--- src/rtl/mult_div_unit.sv ---
// Iterative MULT/MULTU/DIV/DIVU unit owning the HI/LO registers.
// One shift-add or restoring shift-subtract step per clock.
module mult_div_unit #(
  parameter int WIDTH = 32
) (
  input  logic             Clk,
  input  logic             Reset,
  input  logic             start,
  input  logic [1:0]       op,
  input  logic [WIDTH-1:0] operandA,
  input  logic [WIDTH-1:0] operandB,
  input  logic             hiWrite,
  input  logic             loWrite,
  input  logic [WIDTH-1:0] writeData,
  output logic             busy,
  output logic             done,
  output logic             divByZero,
  output logic [WIDTH-1:0] hi,
  output logic [WIDTH-1:0] lo
);

  localparam int CW = (WIDTH > 1) ? $clog2(WIDTH) : 1;
  localparam logic [CW-1:0] LAST = CW'(WIDTH - 1);

  typedef enum logic [1:0] {
    IDLE,
    RUN,
    FINISH
  } state_t;

  state_t             state_q, state_d;
  logic [CW-1:0]      cnt_q, cnt_d;
  logic [1:0]         op_q, op_d;
  logic [WIDTH-1:0]   a_q, a_d;
  logic [WIDTH-1:0]   b_q, b_d;
  logic [WIDTH-1:0]   araw_q, araw_d;
  logic               neg_q, neg_d;
  logic               rneg_q, rneg_d;
  logic               bzero_q, bzero_d;
  logic [2*WIDTH-1:0] work_q, work_d;
  logic [WIDTH-1:0]   hi_q, hi_d;
  logic [WIDTH-1:0]   lo_q, lo_d;
  logic               done_q, done_d;
  logic               dbz_q, dbz_d;

  logic               sa, sb;
  logic [WIDTH-1:0]   amag, bmag;
  logic [WIDTH:0]     msum;
  logic [WIDTH:0]     drem;
  logic               dge;
  logic [2*WIDTH-1:0] prod_fix;
  logic [WIDTH-1:0]   quo_fix, rem_fix;

  always_comb begin
    sa   = ~op[0] & operandA[WIDTH-1];
    sb   = ~op[0] & operandB[WIDTH-1];
    amag = sa ? -operandA : operandA;
    bmag = sb ? -operandB : operandB;
  end

  // Datapath step terms, valid only while in RUN
  always_comb begin
    msum = {1'b0, work_q[2*WIDTH-1:WIDTH]}
         + (work_q[0] ? {1'b0, a_q} : '0);
    drem = {work_q[2*WIDTH-1:WIDTH], work_q[WIDTH-1]};
    dge  = drem >= {1'b0, b_q};
  end

  always_comb begin
    prod_fix = neg_q  ? -work_q : work_q;
    quo_fix  = neg_q  ? -work_q[WIDTH-1:0] : work_q[WIDTH-1:0];
    rem_fix  = rneg_q ? -work_q[2*WIDTH-1:WIDTH]
                      : work_q[2*WIDTH-1:WIDTH];
  end

  always_comb begin
    state_d = state_q;
    cnt_d   = cnt_q;
    op_d    = op_q;
    a_d     = a_q;
    b_d     = b_q;
    araw_d  = araw_q;
    neg_d   = neg_q;
    rneg_d  = rneg_q;
    bzero_d = bzero_q;
    work_d  = work_q;
    hi_d    = hi_q;
    lo_d    = lo_q;
    done_d  = 1'b0;
    dbz_d   = 1'b0;
    unique case (state_q)
      IDLE: begin
        if (start) begin
          state_d = RUN;
          cnt_d   = '0;
          op_d    = op;
          a_d     = amag;
          b_d     = bmag;
          araw_d  = operandA;
          neg_d   = sa ^ sb;
          rneg_d  = sa;
          bzero_d = (operandB == '0);
          work_d  = op[1] ? {{WIDTH{1'b0}}, amag}
                          : {{WIDTH{1'b0}}, bmag};
        end else begin
          if (hiWrite) hi_d = writeData;
          if (loWrite) lo_d = writeData;
        end
      end
      RUN: begin
        if (op_q[1]) begin
          work_d = {dge ? (drem[WIDTH-1:0] - b_q)
                        : drem[WIDTH-1:0],
                    work_q[WIDTH-2:0], dge};
        end else begin
          work_d = {msum, work_q[WIDTH-1:1]};
        end
        cnt_d = cnt_q + 1'b1;
        if (cnt_q == LAST) state_d = FINISH;
      end
      FINISH: begin
        state_d = IDLE;
        done_d  = 1'b1;
        dbz_d   = op_q[1] & bzero_q;
        if (!op_q[1]) begin
          hi_d = prod_fix[2*WIDTH-1:WIDTH];
          lo_d = prod_fix[WIDTH-1:0];
        end else if (bzero_q) begin
          hi_d = araw_q;
          lo_d = '1;
        end else begin
          hi_d = rem_fix;
          lo_d = quo_fix;
        end
      end
      default: state_d = IDLE;
    endcase
  end

  always_ff @(posedge Clk) begin
    if (Reset) begin
      state_q <= IDLE;
      cnt_q   <= '0;
      op_q    <= '0;
      a_q     <= '0;
      b_q     <= '0;
      araw_q  <= '0;
      neg_q   <= 1'b0;
      rneg_q  <= 1'b0;
      bzero_q <= 1'b0;
      work_q  <= '0;
      hi_q    <= '0;
      lo_q    <= '0;
      done_q  <= 1'b0;
      dbz_q   <= 1'b0;
    end else begin
      state_q <= state_d;
      cnt_q   <= cnt_d;
      op_q    <= op_d;
      a_q     <= a_d;
      b_q     <= b_d;
      araw_q  <= araw_d;
      neg_q   <= neg_d;
      rneg_q  <= rneg_d;
      bzero_q <= bzero_d;
      work_q  <= work_d;
      hi_q    <= hi_d;
      lo_q    <= lo_d;
      done_q  <= done_d;
      dbz_q   <= dbz_d;
    end
  end

  assign busy      = (state_q != IDLE);
  assign done      = done_q;
  assign divByZero = dbz_q;
  assign hi        = hi_q;
  assign lo        = lo_q;

endmodule

--- config.mk ---
export PLATFORM = sky130hd
export DESIGN_NAME = mult_div_unit
export DESIGN_NICKNAME = d
export VERILOG_FILES = /design/src/rtl/mult_div_unit.sv
export SDC_FILE = /design/constraint.sdc
export NUM_CORES = 1
export LEC_CHECK = 0
export ABC_AREA = 1
export CAP_MARGIN = 20
export CELL_PAD_IN_SITES_DETAIL_PLACEMENT = 1
export CELL_PAD_IN_SITES_GLOBAL_PLACEMENT = 2
export CORE_ASPECT_RATIO = 0.75
export CORE_UTILIZATION = 34
export CTS_CLUSTER_SIZE = 14
export DETAILED_ROUTE_END_ITERATION = 8
export PLACE_DENSITY = 0.86
export SLEW_MARGIN = 0
export SYNTH_ARGS = -nofsm -noshare
export SYNTH_HDL_FRONTEND = slang
export SYNTH_SLANG_ARGS = --single-unit
export TNS_END_PERCENT = 5
--- constraint.sdc ---
create_clock -name Clk -period 6.9 [get_ports Clk]
set_input_delay 1.035 -clock Clk [delete_from_list [all_inputs] [get_ports Clk]]
set_output_delay 1.035 -clock Clk [all_outputs]
set_load 0.02 [all_outputs]
==> run_results.csv <==
group,metric,value,unit
status,status,"finished clean",
logic_synthesis,synth_area_leader_cell,"dfxtp_1",
critical_path,required,7350,ps
logic_synthesis,yosys.area.top_type_share,22.46,%
detailed_routing,ant_nets,0,
timing,worst_slew_pin_slew,1144,ps
timing,finClkSkew,50.20,ps
logic_synthesis,ys_top_cells_by_area,"dfxtp_1, nand2_1, inv_1",
detailed_routing,routedWlPerCell,24.12,um
critical_path,cp-start-kind,"flip-flop",
critical_path,critPathMaxFanout,19,
layout,final_nets,3950,
layout,syn_to_final_growth,15.41,%
critical_path,cp.arrival,3890,ps
logic_synthesis,synthTopCellsByCount,"nand2_1, inv_1, nor2_1",
grt,grt_pass1_wl,160600,um
clocking,cts-resized-gates,0,
grt,grt_max_degree,105,
logic_synthesis,ys_seq_elements,236,
place,gp_congestion,0.9933,
logic_synthesis,syn_nets,3883,
clocking,cts_tree,"done",
clocking,htreeDepth,1,
clocking,cts_made_buffers,28,
critical_path,path_class,"flip-flop to flip-flop",
logic_synthesis,yosysWarnings,0,
logic_synthesis,synthFlopType,"dfxtp_1",
logic_synthesis,synthArstFlopShare,0,%
place,hpwl,88990,um
detailed_routing,firstDrtPassIters,5,
detailed_routing,drc,0,
clocking,cts.hold.buffers_added,0,
clocking,numClockSinks,236,
logic_synthesis,yosysMostFrequentCell,"nand2_1",
logic_synthesis,yosysSeqAreaShare,22.46,%
logic_synthesis,synth_cell_types,52,
critical_path,crit_path_end_kind,"flip-flop",
logic_synthesis,syn_inst,3708,
grt,first_global_vias,23882,
layout,drive_above_1_share,4.399,%
timing,tns,0,ps
clocking,post_cts_buffers,0,
timing,hold_violations,0,
grt,grt.overflow.total,0,
layout,post-route-util,39.93,%
logic_synthesis,synth_edf_count,0,
logic_synthesis,synth_area,0.02104,mm2
floorplan,io_pins,170,
detailed_routing,wl,110900,um
grt,grt_usage,34.69,%
detailed_routing,first_iter_violations,2669,
timing,timing.final.crit_share,49.94,%
timing,whs,475.6,ps
floorplan,rows,78,
pwr,leakagePower,11.81,nW
floorplan,core_area,0.06080,mm2
clocking,clockBufferDepth,3,
timing,timing.fmax,290.2,MHz
place,io_buffers,169,
floorplan,start_util,34.60,%
floorplan,die_y,217.4,um
timing,rsz0062_at_grt,"no",
timing,min_period,3446,ps
floorplan,die_w,289.2,um
timing,slew_violations,0,
run,maxCapViolCount,0,
clocking,cts-root-buf,"clkbuf_16",
clocking,clock_latency,640,ps
pwr,peakVddDrop,0.0002098,V
worst_hold_path,hp-class,"flip-flop to flip-flop",
detailed_routing,vias_per_cell,5.527,
grt,grt_antenna_before_repair,4,
detailed_routing,num_vias,25413,
clocking,clk_pin_slew,70,ps
timing,finalSetupViolCount,0,
timing,max_slew_margin,22.90,%
pwr,p_per_area,207.7,mW/mm2
floorplan,die-area,0.06288,mm2
logic_synthesis,syn_avg_cell_area,5.674,um2
## cells in the final DEF, fill, tap and decap left out, types with 3 or more instances in the layout
cell / n
inv_1: 534
nand2_2: 14
a21oi_1: 327
nor2_1: 410
and2_1: 5
inv_2: 8
o211ai_2: 4
clkdlybuf4s50_1: 168
or2_2: 6
xor2_1: 65
clkbuf_16: 28
a31oi_1: 10
nor4_1: 3
dfxtp_1: 234
xnor2_1: 11
buf_4: 29
clkbuf_1: 4
nand2_1: 944
a21o_1: 4
nor3_1: 33
o21ai_0: 329
nor2_2: 20
nand3_1: 298
o211ai_1: 55
nor2_4: 10
ha_1: 70
or2_1: 3
clkbuf_8: 5
nand4_1: 57
nor3_2: 3
o21bai_1: 15
nand3_2: 4
o21a_1: 3
a21oi_2: 6
nand3b_1: 18
o21ai_1: 15
clkinv_2: 5
o21ai_2: 4
## logic make-up (layout without fill, tap and decap cells)
family	count (synthesis)	after routing	synth area share, %
other	0	2	0
DFF	236	236	22.46
AOI/OAI and AO/OA	782	782	20.04
adders and majority gates	72	72	4.354
buffers and inverters	709	797	13.00
xor gates and xnor gates	76	76	3.164
and+or+nand+nor	1833	1833	36.99
## state kept, by name (all words and copies together), names as in the netlist
name	count
b_q	32
lo	32
rneg_q	1
done	1
divByZero	1
neg_q	1
state_q	2
a_q	32
cnt_q	5
araw_q	31
op_q	1
bzero_q	1
work_q	64
hi	32
## worst paths after layout
check	start	to	slack (ps)	depth (start not counted)
setup / recovery	work_q[52]	work_q[47]	3450	15
hold / removal	cnt_q[4]	cnt_q[4]	480	2
setup reg to reg	work_q[52]	work_q[47]	3450	15
hold reg to reg	cnt_q[4]	cnt_q[4]	480	2
## worst max-delay path, cell delays in order (launching register included)
cell	delay [ps]
dfxtp_1	820
ha_1	460
nand2_2	170
nor2_4	60
nand2_1	90
nor2_2	60
nand2_1	130
nand2_2	90
nor2_4	380
nand2_8	220
nor2_8	340
nand2_1	160
nand2_1	140
nor2_1	50
nor2_1	80
nor2_1	40
## cell type report
type | instances | area [um2]
inverter | 547 | 2059
clock buffer | 37 | 784.5
antenna | 2 | 5.005
clock inverter | 14 | 171.4
fill | 8397 | 36520
sequential | 236 | 4727
timing repair buffer | 199 | 1932
multi-input combinational | 2763 | 13600
tap | 800 | 1001
## metal layers
layer	vias to the layer above	GRT usage, %	part of all wire [%]
met1	12184	51.44	48
met3	128	12.13	12
met4	0	7.667	2.4
met5	-	0	0
met2	1021	46.91	39
li1	12080	-	-
## power breakdown
group | switching, mW | internal [mW]
combinational | 1.28 | 0.530
clock | 0.724 | 0.885
sequential | 0.144 | 1.48
total | 2.15 | 2.89
## per-stage QoR
stage	std cells	setup slack, ps	total power [mW]	cell area (um2)
finish	4598	3454	5.042	24280
global route	4596	3240	5.261	24270
CTS	4596	3536	4.991	24270
detailed placement	4545	3051	3.393	23320
global placement	4544	3110	3.374	23290
floorplan	3708	4379	2.672	21040
Note: power is estimated with default switching activity, not from simulation.
